===== config.mk =====
export PLATFORM = sky130hd
export DESIGN_NAME = snake_body
export DESIGN_NICKNAME = d
export VERILOG_FILES = /design/src/rtl/snake_body.sv
export SDC_FILE = /design/constraint.sdc
export NUM_CORES = 1
export LEC_CHECK = 0
export ABC_AREA = 1
export CORE_MARGIN = 2
export CORE_UTILIZATION = 37
export CTS_CLUSTER_DIAMETER = 120
export DETAILED_ROUTE_END_ITERATION = 10
export HOLD_SLACK_MARGIN = 0.1
export PLACE_DENSITY = 0.75
export RECOVER_POWER = 100
export SKIP_LAST_GASP = 1
export SLEW_MARGIN = 30
export SYNTH_ARGS = -nofsm -noshare
export SYNTH_HDL_FRONTEND = slang
export SYNTH_SLANG_ARGS = --single-unit

===== constraint.sdc =====
create_clock -name clk -period 45.9 [get_ports clk]
set_input_delay 9.18 -clock clk [delete_from_list [all_inputs] [get_ports clk]]
set_output_delay 9.18 -clock clk [all_outputs]
set_load 0.01 [all_outputs]

===== src/rtl/snake_body.sv =====
// Snake movement and body storage: steps the head on each movement tick and shifts the body.
// Define SNAKE_WRAP_EN to make the playfield wrap; by default, leaving the playfield is blocked.
module snake_body #(
    parameter int unsigned SEGS      = 23,
    parameter int unsigned STEP      = 10,
    parameter int unsigned H_MAX     = 640,
    parameter int unsigned V_MAX     = 480,
    parameter int unsigned START_X   = 320,
    parameter int unsigned START_Y   = 240,
    parameter int unsigned START_LEN = 2,
    parameter int unsigned MOVE_DIV  = 5_000_000
) (
    input  logic               clk,
    input  logic               reset,
    input  logic               btn_up,
    input  logic               btn_down,
    input  logic               btn_left,
    input  logic               btn_right,
    input  logic               grow,
    input  logic               halt,
    output logic [SEGS*11-1:0] snakepos_x,
    output logic [SEGS*11-1:0] snakepos_y,
    output logic [5:0]         length,
    output logic               moved,
    output logic               wall_hit
);
    localparam int unsigned W  = 11;
    localparam int unsigned PW = SEGS * W;
    localparam int unsigned CW = $clog2(MOVE_DIV);

`ifdef SNAKE_WRAP_EN
    localparam bit WrapEn = 1'b1;
`else
    localparam bit WrapEn = 1'b0;
`endif

    // Opposite directions differ only in bit 0.
    typedef enum logic [1:0] {DirUp = 2'd0, DirDown = 2'd1, DirLeft = 2'd2, DirRight = 2'd3} dir_e;

    function automatic logic [PW-1:0] init_pos(input bit is_x);
        logic [PW-1:0] v;
        int unsigned   k;
        v = '0;
        for (int unsigned i = 0; i < SEGS; i++) begin
            k = (i < START_LEN) ? i : START_LEN - 1;
            v[i*W +: W] = is_x ? W'(START_X - k * STEP) : W'(START_Y);
        end
        return v;
    endfunction

    localparam logic [PW-1:0] InitX = init_pos(1'b1);
    localparam logic [PW-1:0] InitY = init_pos(1'b0);

    dir_e          dir_q, dir_req;
    logic [CW-1:0] cnt_q;
    logic [PW-1:0] x_q, y_q;
    logic [5:0]    len_q;
    logic          moved_q, wall_q, grow_q;
    logic [W-1:0]  cur_x, cur_y, head_x, head_y;
    logic          off_edge, tick, blocked;

    assign cur_x   = x_q[W-1:0];
    assign cur_y   = y_q[W-1:0];
    assign tick    = (cnt_q == CW'(MOVE_DIV - 1)) && !halt;
    assign blocked = !WrapEn && (off_edge || wall_q);

    always_comb begin
        dir_req = dir_q;
        if (btn_up)         dir_req = DirUp;
        else if (btn_down)  dir_req = DirDown;
        else if (btn_left)  dir_req = DirLeft;
        else if (btn_right) dir_req = DirRight;
        if (dir_req == dir_e'(dir_q ^ 2'b01)) dir_req = dir_q;
    end

    // Wrapped values are computed always; without wrap, off_edge blocks the step instead.
    always_comb begin
        head_x   = cur_x;
        head_y   = cur_y;
        off_edge = 1'b0;
        unique case (dir_q)
            DirUp: begin
                off_edge = cur_y < W'(STEP);
                head_y   = off_edge ? W'(V_MAX - STEP) : cur_y - W'(STEP);
            end
            DirDown: begin
                off_edge = cur_y >= W'(V_MAX - STEP);
                head_y   = off_edge ? '0 : cur_y + W'(STEP);
            end
            DirLeft: begin
                off_edge = cur_x < W'(STEP);
                head_x   = off_edge ? W'(H_MAX - STEP) : cur_x - W'(STEP);
            end
            DirRight: begin
                off_edge = cur_x >= W'(H_MAX - STEP);
                head_x   = off_edge ? '0 : cur_x + W'(STEP);
            end
        endcase
    end

    always_ff @(posedge clk or posedge reset) begin
        if (reset) begin
            dir_q   <= DirRight;
            cnt_q   <= '0;
            x_q     <= InitX;
            y_q     <= InitY;
            len_q   <= 6'(START_LEN);
            moved_q <= 1'b0;
            wall_q  <= 1'b0;
            grow_q  <= 1'b0;
        end else begin
            dir_q   <= dir_req;
            moved_q <= 1'b0;
            if (!halt) cnt_q <= tick ? '0 : cnt_q + CW'(1);
            if (grow) grow_q <= 1'b1;
            if (tick) begin
                if (blocked) begin
                    wall_q <= 1'b1;
                end else begin
                    x_q     <= {x_q[PW-W-1:0], head_x};
                    y_q     <= {y_q[PW-W-1:0], head_y};
                    moved_q <= 1'b1;
                    // A grow in the step cycle counts; the clear wins over the set above.
                    if (grow || grow_q) begin
                        if (len_q < 6'(SEGS)) len_q <= len_q + 6'd1;
                        grow_q <= 1'b0;
                    end
                end
            end
        end
    end

    assign snakepos_x = x_q;
    assign snakepos_y = y_q;
    assign length     = len_q;
    assign moved      = moved_q;
    assign wall_hit   = wall_q;

endmodule

== Word-level counts from Yosys, hierarchy flattened ==
Index checks and enable logic that the tools add are counted.

* Input bits: 8
* Output and inout port bits: 514
* Bits in registers: 540

* Bitwise logic cells: 2
* Reduce and logical (&&, ||, !) cells: 12
* Add/subtract/negate cells: 6
* Order comparisons: 5
* Mux-type cells: 18
* Eq/ne operators: 5

{| class="wikitable"
|+ Operator list
! cell !! number
|-
| 11-bit 2-to-1 mux || 4
|-
| 11-bit case mux with 2 select lines || 2
|-
| 23-bit by 1-bit adder with 23-bit output, second input constant || 1
|-
| 23-bit == test, second input constant || 1
|-
| 23-bit 2-to-1 mux || 1
|-
| 11-bit by 4-bit adder with 11-bit output, second input constant || 2
|-
| 11-bit by 4-bit < comparator with 1-bit output, second input constant || 2
|-
| 11-bit by 4-bit subtractor with 11-bit output, second input constant || 2
|-
| 11-bit by 10-bit >= comparator with 1-bit output, second input constant || 1
|-
| 11-bit by 9-bit >= comparator with 1-bit output, second input constant || 1
|-
| 2-bit 2-to-1 mux || 4
|-
| 6-bit by 1-bit adder with 6-bit output, second input constant || 1
|-
| 6-bit by 5-bit < comparator with 1-bit output, second input constant || 1
|-
| 1-bit 2-to-1 mux || 6
|-
| 3-bit AND reduction || 2
|-
| 2-bit == test, second input constant || 2
|-
| 1-bit case mux with 4 select lines || 1
|-
| 2-bit AND reduction || 2
|-
| 4-bit AND reduction || 1
|-
| 2-bit nonzero test || 2
|-
| 2-bit by 1-bit == test with 1-bit output, second input constant || 1
|-
| 2-bit == test || 1
|-
| 2-bit logical NOT || 1
|-
| 1-bit logical OR || 2
|-
| 3 further kinds || 4
|}

== Logic depth before layout (Yosys ltp) ==
Gate-level depths: netlist of run 1.

* Word-level depth: 5
* Depth in mapped cells: 16
* Depth with buffers taken out: 13

== Worst setup path after synthesis of run 1 ==
No wires, ideal clock.

* Path type: input to register
* Start point: in halt
* End point: reg y_q[109], in the netlist snakepos_y[109]
* Required time: 45.770 ns
* Cell stages on the path: 12
* Arrival time: 10.532 ns
* Setup slack: 35.238 ns
* Library setup time: 0.130 ns
* Buffers on the path: 4
* Path through: buf_2 -> clkinv_2 -> nand3_1 -> nor2_2 -> nand3_4 -> nor2_4 -> nand3_2 -> buf_6 -> buf_6 -> buf_4 -> nand2_1 -> o21ai_1

* Cells in the longest elaborated chain, start to end: 3

{| class="wikitable"
|+ RTL lines
! item !! RTL line !! RTL
|-
| start: declaration || 20 || <nowiki>input logic halt,</nowiki>
|-
| 1-bit logical NOT || -- ||
|-
| 1-bit logical AND || 64 || <nowiki>assign tick = (cnt_q == CW'(MOVE_DIV - 1)) && !halt;</nowiki>
|-
| 2-bit AND reduction (no source line) || -- ||
|-
| end signal: assignment || 106 || <nowiki>y_q <= InitY;</nowiki>
|-
| end signal: assignment || 121 || <nowiki>y_q <= {y_q[PW-W-1:0], head_y};</nowiki>
|-
| end: declaration || 56 || <nowiki>logic [PW-1:0] x_q, y_q;</nowiki>
|}

No other way between the ends.
A chain may end at the register's enable or synchronous reset.

== Worst setup path after layout of run 1 ==
* Start point: in halt
* End point: reg x_q[142], in the netlist snakepos_x[142]

* Cells in the longest elaborated chain, start to end: 3

{| class="wikitable"
|+ RTL lines
! item !! RTL line !! RTL
|-
| 1-bit logical NOT || -- ||
|-
| 1-bit logical AND || 64 ||
|-
| 2-bit AND reduction (no source line) || -- ||
|-
| end signal: assignment || 105 || <nowiki>x_q <= InitX;</nowiki>
|-
| end signal: assignment || 120 || <nowiki>x_q <= {x_q[PW-W-1:0], head_x};</nowiki>
|-
| end: declaration || 56 ||
|}

No other way between the ends.

==> results of run 1 <==
critical path, cell delays in order:
cell and delay, ns:
dlygate4sd3_1 0.66, clkinvlp_2 0.26, nand3_1 0.12, nor2_2 0.11, nand3_1 0.26, nor2_1 0.34
clkinv_1 0.11, nor2_1 2.25, clkbuf_1 2.90, clkbuf_1 3.43, clkbuf_1 2.57, o21ai_0 0.48
per-stage QoR:
stage	utilization, %	cells
2_1_floorplan	-	2271
3_3_place_gp	45.6	3368
3_5_place_dp	45.6	3368
4_1_cts	48.6	3464
5_1_grt	47.7	3466
6_report	47.7	3466
synthesized netlist by cell type (2+ instances only):
cell / n
a31oi_1: 3
inv_1: 280
a21oi_1: 20
o21ai_0: 197
nor2_4: 2
buf_4: 59
xor2_1: 21
o22ai_1: 2
xnor2_1: 3
nand3_1: 47
o21ai_2: 102
o211ai_1: 2
inv_2: 12
nand4_1: 14
nand4_2: 3
buf_12: 10
dfrtp_1: 287
nor3_1: 11
clkbuf_1: 24
buf_2: 33
nand2_2: 92
ha_1: 6
or2_2: 2
dfstp_2: 207
nor2_2: 5
o221ai_1: 2
nand2_1: 527
o21ai_1: 150
nor2_1: 57
buf_6: 27
state kept, by name, indices dropped and copies added, names as in the netlist:
name / flops
wall_hit: 1
length: 6
dir_q: 2
moved: 1
snakepos_y: 230
cnt_q: 23
snakepos_x: 230
grow_q: 1
how the worst max path moves through the flow:
stage	endpoint	slack [ns]
finish	snakepos_x[142]	23.36
global route	snakepos_y[90]	21.29
CTS	snakepos_x[208]	32.99
detailed placement	snakepos_x[208]	32.34
global placement	snakepos_y[188]	32.46
floorplan	cnt_q[0]	23.27
cell families after synthesis:
| family | share of synthesized area, % |
|---|---|
| simple gates | 15.5 |
| flops | 58.9 |
| compound gates | 13.4 |
| buf+inv | 10.8 |
| xor+xnor | 0.981 |
| fa+ha+maj | 0.350 |
| other cells | 0.0175 |
cell type report:
type | instances | area [µm²] | area share (%)
Clock buffer | 81 | 1530 | 5.58
Clock inverter | 15 | 166 | 0.607
Inverter | 294 | 1110 | 4.03
Multi-Input combinational cell | 1329 | 6250 | 22.8
Sequential cell | 494 | 12600 | 46.0
Tap cell | 765 | 957 | 3.49
Timing Repair Buffer | 488 | 4800 | 17.5
where the power goes:
| part | internal [mW] | leakage, nW | switching, mW |
|---|---|---|---|
| logic | 0.00602 | 6.64 | 0.0200 |
| clock network | 0.242 | 0.837 | 0.178 |
| registers | 0.440 | 5.49 | 0.00369 |
| total | 0.688 | 13.0 | 0.201 |
routing by layer:
layer	vias up	share of wire [%]
met5	-	0
met4	0	3.5
met3	113	6.2
met2	535	48
met1	7825	42
li1	7797	-
==> out/metrics.yaml, run 1 <==
hold_path_depth: 0
nNetsFinal: 2673
clk_latency_ns: 0.60
syn_inst: 2226
fill_cells: 5470
final_common_cell: "nand2_1"
port-buffer-count: 475
synth-seq-cells: 494
rr_endpoint: "snakepos_x[142]"
async_reset_ff_share_pct: 100
grt_pass1_vias: 15683
crit_type: "in2reg"
whs_ns: 0.398
die_x_um: 245
drive_above_1_share_pct: 15.1
setup_tns_ns: 0
slew-limit-headroom_pct: -429
cts.sink_count: 494
fin_crit_ns: 22.54
grt_overflow_total: 0
rows: 88
slew_violations: 1388
pre_cts_ws_ns: 32.34
cts_tree: "done"
total_power_mw: 0.889
met2_usage_pct: 31.4
min_to: "length[5]"
timing.rr.start: "dir_q[1]"
finalSetupViolCount: 0
rr_worst_depth: 8
synth.cell_area_um2: 21400
initialDrtViolationCount: 1151
cts_buffer_depth: 3
yosys_warnings: 0
antenna_cells: 0
routed_wl_um: 58800
start_kind: "primary input"
finalClockSkew_ns: 0.0304
vias: 16270
synth_area_leaders: "dfrtp_1 (34%), dfstp_2 (25%), nand2_1 (9.2%), inv_1 (4.9%), o21ai_0 (4.6%)"
tightest_slew_ns: 7.94
core_um2: 57500
cts_inserted_buffers: 52
power-per-cell-area_nw_per_um2: 32.4
yosys.area.top_type: "dfrtp_1"
status: "finished with violations"
design.die.area_um2: 59800
peakVddDrop_uv: 27.1
grt_max_degree: 199
drcViolationCount: 0
area_growth_pct: 28.1
rsz0062_at_grt: "false"
post_cts_resized: 0
dr.pass1.iters: 5
grt_busiest_layer: "met2"
crit_path_max_fanout: 105
cts.htree.levels: 2
clkTransAtPathRegs_ns: 0.06
crit_arrival_ns: 22.83
grt_pass1_wl_um: 91500
period_share_pct: 49.1
gr-usage-met1_pct: 25.3
synth_edf_count: 0
avgSynthCellArea_um2: 9.62
viasPerCell: 4.69
postCtsSetupRepairBufs: 0
hpwl_um: 41500
yosysTopAreaCellShare_pct: 33.5
max_freq_mhz: 44.4
grtUsageMet3_pct: 3.97
routedWlPerCell_um: 17.0
ios: 522
antenna_found_initial: 2
ant_nets: 0
rrSetupSlack_ns: 32.22
cts_root_buf: "clkbuf_16"
max_cap_violations: 15
placed_cell_area_um2: 26200
cp-startpoint: "halt"
leakagePower_nw: 13.0
worst_setup_path_end_kind: "flip-flop"
start_util_pct: 37.3
finalWorstSetupSlack_ns: 23.36
synth.distinct_cells: 49
mostFrequentLayoutCells: "nand2_1 (531), dlygate4sd3_1 (469), o21ai_0 (437)"
synth_top_flop_cell: "dfrtp_1"
timing_hold_violations_final: 0
violations: "capacitance limit, slew limit"
min_path_type: "reg2reg"
hold_buffers: 0
place.gp.congestion: 0.892
hp-start: "length[5]"
synth_seq_area_share_pct: 58.9
die_h_um: 245
fin_area_um2: 27400
cp.required_ns: 46.20
grt_use_total_pct: 19.2
Power figures use the tool's default switching activity.
==> run 2, diff against run 1 <==
PLACE_DENSITY = 0.77   (was 0.75)
clock period = 18.67 ns   (was 45.9 ns; I/O delays follow)
==> out/metrics.yaml, run 2 (synthesis gave the netlist of run 1 again) <==
finalClockSkew_ns: 0.0152  # -0.0152 ns
routed_wl_um: 58000  # -1.2%
antenna_cells: 0  # unchanged
cts_inserted_buffers: 54  # +3.8%
grtUsageMet3_pct: 3.95  # -0.022 points
clk_latency_ns: 0.59  # about the same
rr_endpoint: "snakepos_x[113]"
crit_buf_inv: 6  # unchanged
antenna_found_initial: 1  # -1
rrSetupSlack_ns: 10.48  # -21.74 ns
max_freq_mhz: 85.7
net-switching-power_mw: 0.501  # +150%
clkPwrFrac_pct: 48.7  # +1.6 points
multi_input_area_um2: 6290  # +0.72%
power_frac_comb_pct: 2.9  # about the same
setup_tns_ns: 0  # unchanged
leakagePower_nw: 13.1  # +0.73%
final_common_cell: "nand2_1"
design.die.area_um2: 59800  # unchanged
timing.rr.start: "cnt_q[15]"
post_cts_resized: 0  # unchanged
total_power_mw: 2.26  # +150%
violations: "capacitance limit, slew limit"
crit_chain: "dlygate4sd3_1, clkinvlp_2, nand3_1, nor2_2, nand3_1, nor2_1, clkinv_1, nor2_1, clkbuf_1, clkbuf_1, buf_4, nand2_1, o21ai_2"
grt_pass1_wl_um: 91700  # +0.29%
min_to: "length[5]"
die_x_um: 245  # unchanged
grt_busiest_layer: "met2"
cp.depth: 13  # +1
vias: 16192  # -0.48%
hold_buffers: 0  # unchanged
place.gp.congestion: 0.891  # -0.15%
postCtsSetupRepairBufs: 0  # unchanged
grt_pass1_vias: 15825  # +0.91%
dr.pass1.iters: 5  # unchanged
drive_above_1_share_pct: 15.6  # +0.47 points
area_growth_pct: 29.3
crit_path_max_fanout: 65  # -38%
routedWlPerCell_um: 16.7  # -1.5%
peakVddDrop_uv: 57.1  # +110%
cts_tree: "done"
min_path_type: "reg2reg"
power.internal_mw: 1.75  # +160%
cts.sink_count: 494  # unchanged
cts_buffer_depth: 3  # unchanged
pre_cts_ws_ns: 9.80  # -22.54 ns
power-per-cell-area_nw_per_um2: 81.4  # +150%
die_h_um: 245  # unchanged
grt_max_degree: 179  # -10%
whs_ns: 0.402  # +0.00360 ns
slew_violations: 719  # -48%
cp.required_ns: 19.18  # -27.02 ns
swShare_pct: 22.2  # -0.41 points
cpMaxStageDelayCell: "clkbuf_1"
grt_overflow_total: 0  # unchanged
start_util_pct: 37.3  # unchanged
status: "finished with violations"
port-buffer-count: 475  # unchanged
initialDrtViolationCount: 913  # -21%
power_frac_seq_pct: 48.3  # -1.6 points
grt_use_total_pct: 19.2  # about the same
gr-usage-met1_pct: 25.1  # -0.18 points
hold_path_depth: 0  # unchanged
regArea_um2: 12600  # unchanged
worst_setup_path_end_kind: "flip-flop"
viasPerCell: 4.66  # -0.74%
cts.htree.levels: 2  # unchanged
final_util_pct: 48.2  # +0.46 points
finalSetupViolCount: 0  # unchanged
crit_arrival_ns: 12.17  # -10.66 ns
slew-limit-headroom_pct: -196  # +230 points
nNetsFinal: 2678  # +0.19%
finalWorstSetupSlack_ns: 7.00  # -16.36 ns
rows: 88  # unchanged
drcViolationCount: 0  # unchanged
mostFrequentLayoutCells: "nand2_1 (564), dlygate4sd3_1 (467), o21ai_0 (403)"
rr_worst_depth: 12  # +4
cp_slowest_stage_delay_ns: 2.35  # -1.08 ns
hp-start: "length[5]"
hpwl_um: 41000  # -1.2%
ant_nets: 0  # unchanged
cts_root_buf: "clkbuf_16"
met2_usage_pct: 31.5  # +0.067 points
max_cap_violations: 10  # -5
crit_type: "in2reg"
timing_hold_violations_final: 0  # unchanged
core_um2: 57500  # unchanged
ios: 522  # unchanged
fill_cells: 5366  # -1.9%
period_share_pct: 62.5
start_kind: "primary input"
rsz0062_at_grt: "false"
clkTransAtPathRegs_ns: 0.06  # about the same
crit_family: "buffers and inverters"
fin_crit_ns: 11.67
tightest_slew_ns: 4.43  # -3.51 ns
## run 2: changes by cell type in the layout (fill, tap and decap cells not counted), moves of 3 or more
| cell | before | now |
|---|---|---|
| clkbuf_1 | 30 | 24 |
| clkinvlp_4 | 0 | 4 |
| bufinv_16 | 2 | 6 |
| buf_6 | 0 | 5 |
| nand2_2 | 88 | 55 |
| clkbuf_8 | 12 | 9 |
| o21ai_2 | 9 | 43 |
| nand2_1 | 531 | 564 |
| o21ai_0 | 437 | 403 |
## run 2: through the flow
stage / std cells / cell area, µm²
after detailed placement: 3371 / 26200
after global routing: 3475 / 27700
after CTS: 3473 / 28100
final: 3475 / 27700
after global placement: 3370 / 26200
after floorplan: 2271 / 21600
## run 2: worst register-to-register path: stages (launching register included)
cell and delay, ns:
dfrtp_1 0.46, nor2_1 0.13, nand3_1 0.09, nor2_2 0.15, nand3_1 0.28, nor2_1 0.36
clkinv_1 0.11, nor2_1 1.07, clkbuf_1 1.82, clkbuf_1 2.39, buf_4 0.95, nand2_1 0.21
o21ai_2 0.10
## run 2: per-layer routing
| metal | share of wire [%] | up-vias |
|---|---|---|
| li1 | - | 7812 |
| met1 | 42 | 7755 |
| met2 | 48 | 504 |
| met3 | 6.1 | 121 |
| met4 | 3.8 | 0 |
| met5 | 0 | - |
## run 2: how the worst max path moves through the flow
| stage | startpoint | to |
|---|---|---|
| floorplan | reset | cnt_q[0] |
| finish | halt | snakepos_x[113] |
| global placement | halt | snakepos_y[208] |
| CTS | halt | snakepos_x[229] |
| global route | halt | snakepos_x[142] |
| detailed placement | halt | snakepos_y[208] |
## run 2: cell type report
cell class | instances | area share, %
sequential | 494 | 45.6
clock buffer | 78 | 5.53
inverter | 294 | 3.99
multi-input combinational | 1329 | 22.7
timing repair buffer | 491 | 17.6
clock inverter | 24 | 1.12
tap | 765 | 3.46
## run 2: power groups by stage
stage	clock (mW)	sequential, mW	combinational (mW)
CTS	1.13	1.09	0.0685
floorplan	0	1.10	0.0575
global placement	0	1.11	0.0678
detailed placement	0	1.11	0.0680
global route	1.18	1.09	0.0768
finish	1.10	1.09	0.0660
==> run 3, diff against run 2 <==
clock period = 9.7 ns   (was 18.67 ns; I/O delays follow)
==> out/metrics.yaml, run 3 (synthesis gave the netlist of run 1 again) <==
status: "finished with violations"
violations: "capacitance limit, slew limit"
max_cap_violations: 3  # -7
crit_type: "in2reg"
place.gp.congestion: 0.878  # -1.5%
routedWlPerCell_um: 16.7  # about the same
die_h_um: 245  # unchanged
power-per-cell-area_nw_per_um2: 157  # +93%
final_common_cell: "nand2_1"
core_um2: 57500  # unchanged
crit_arrival_ns: 7.10  # -5.07 ns
cts_root_buf: "clkbuf_16"
antenna_found_initial: 1  # unchanged
cts_buffer_depth: 3  # unchanged
drcViolationCount: 0  # unchanged
start_util_pct: 37.3  # unchanged
cts.htree.levels: 2  # unchanged
worst_setup_path_end_kind: "flip-flop"
grt_max_degree: 233  # +30%
cts_inserted_buffers: 53  # -1.9%
mostFrequentLayoutCells: "nand2_1 (591), dlygate4sd3_1 (467), o21ai_0 (376)"
gr-usage-met1_pct: 24.5  # -0.63 points
hp-start: "length[5]"
peakVddDrop_uv: 123  # +110%
ant_nets: 0  # unchanged
port-buffer-count: 475  # unchanged
finalClockSkew_ns: 0.0162  # +0.00107 ns
initialDrtViolationCount: 1002  # +9.7%
cp.required_ns: 10.14  # -9.04 ns
fin_crit_ns: 6.66
routed_wl_um: 58000  # -0.12%
finalSetupViolCount: 0  # unchanged
clk_latency_ns: 0.59  # about the same
hpwl_um: 40300  # -1.6%
crit_path_max_fanout: 171  # +160%
dr.pass1.iters: 5  # unchanged
fill_cells: 5361  # -0.093%
setup_tns_ns: 0  # unchanged
area_growth_pct: 30.3
rows: 88  # unchanged
grt_overflow_total: 0  # unchanged
met2_usage_pct: 31.4  # about the same
grt_pass1_vias: 15572  # -1.6%
design.die.area_um2: 59800  # unchanged
vias: 16242  # +0.31%
viasPerCell: 4.68  # +0.48%
leakagePower_nw: 13.1  # +0.53%
nNetsFinal: 2674  # -0.15%
post_cts_resized: 0  # unchanged
cts_tree: "done"
antenna_cells: 0  # unchanged
max_freq_mhz: 150
rsz0062_at_grt: "false"
period_share_pct: 68.7
slew_violations: 187  # -74%
clkTransAtPathRegs_ns: 0.06  # about the same
grt_pass1_wl_um: 90200  # -1.7%
tightest_slew_ns: 3.75  # -0.688 ns
total_power_mw: 4.39  # +95%
min_path_type: "reg2reg"
timing_hold_violations_final: 0  # unchanged
postCtsSetupRepairBufs: 0  # unchanged
pre_cts_ws_ns: 4.31  # -5.49 ns
slew-limit-headroom_pct: -150  # +46 points
grtUsageMet3_pct: 4.14  # +0.20 points
cp-startpoint: "halt"
timing.rr.start: "snakepos_x[1]"
ios: 522  # unchanged
whs_ns: 0.402  # +0.000468 ns
start_kind: "primary input"
die_x_um: 245  # unchanged
grt_use_total_pct: 19.0  # -0.18 points
grt_busiest_layer: "met2"
finalWorstSetupSlack_ns: 3.04  # -3.97 ns
placed_cell_area_um2: 26200  # about the same
drive_above_1_share_pct: 15.6  # +0.035 points
hold_buffers: 0  # unchanged
cts.sink_count: 494  # unchanged
fin_area_um2: 27900  # +0.75%
==> run 3: cell types whose count changed in the layout (fill, tap and decap cells not counted), sizes merged <==
cell      previous run  this run
clkinv              12         7
buf                  7        10
clkbuf              87        85
clkinvlp             6         4
bufinv               6         7
inv                294       293
==> run 3: cell type report <==
cell class / count / area [µm²] / share of cell area, %
clock inverter: 17 / 303 / 1.09
inverter: 294 / 1110 / 3.97
sequential: 494 / 12600 / 45.2
tap: 765 / 957 / 3.43
clock buffer: 82 / 1600 / 5.72
multi-input combinational: 1329 / 6320 / 22.6
timing repair buffer: 488 / 5000 / 17.9
==> run 3: worst max-delay path, stage by stage <==
cell,delay (ns)
dlygate4sd3_1,0.73
clkinvlp_2,0.38
nand3_1,0.18
nor2_2,0.05
nand3_1,0.24
nor2_1,0.17
nand3_1,0.80
clkbuf_1,1.78
buf_16,0.48
o21ai_0,0.17
==> run 3: where the power goes <==
part	switching (mW)	internal, mW	total [mW]
Clock	0.844	1.32	2.16
Sequential	0.0158	2.08	2.10
Combinational	0.0979	0.0336	0.131
Total	0.957	3.44	4.39
==> run 3: per-stage QoR <==
step	std cells	util, %
3_3_place_gp	3365	45.7
3_5_place_dp	3365	45.7
2_1_floorplan	2271	-
4_1_cts	3464	49.0
6_report	3469	48.6
5_1_grt	3469	48.6
==> run 3: path summary, 6_finish.rpt <==
path                                   end  slack [ns]  cells past startpoint
min in group asynchronous   snakepos_y[46]        3.31                      3
setup / recovery           snakepos_x[197]        3.04                     10
hold reg to reg                  length[5]        0.40                      0
hold / removal                   length[5]        0.40                      0
setup reg to reg           snakepos_x[197]        4.69                     11
max in group asynchronous  snakepos_x[148]        3.78                      6
==> run 3: per-layer routing <==
metal / part of all wire (%) / up-vias
li1: - / 7814
met1: 41 / 7805
met2: 49 / 510
met3: 6.6 / 113
met4: 3.6 / 0
met5: 0 / -
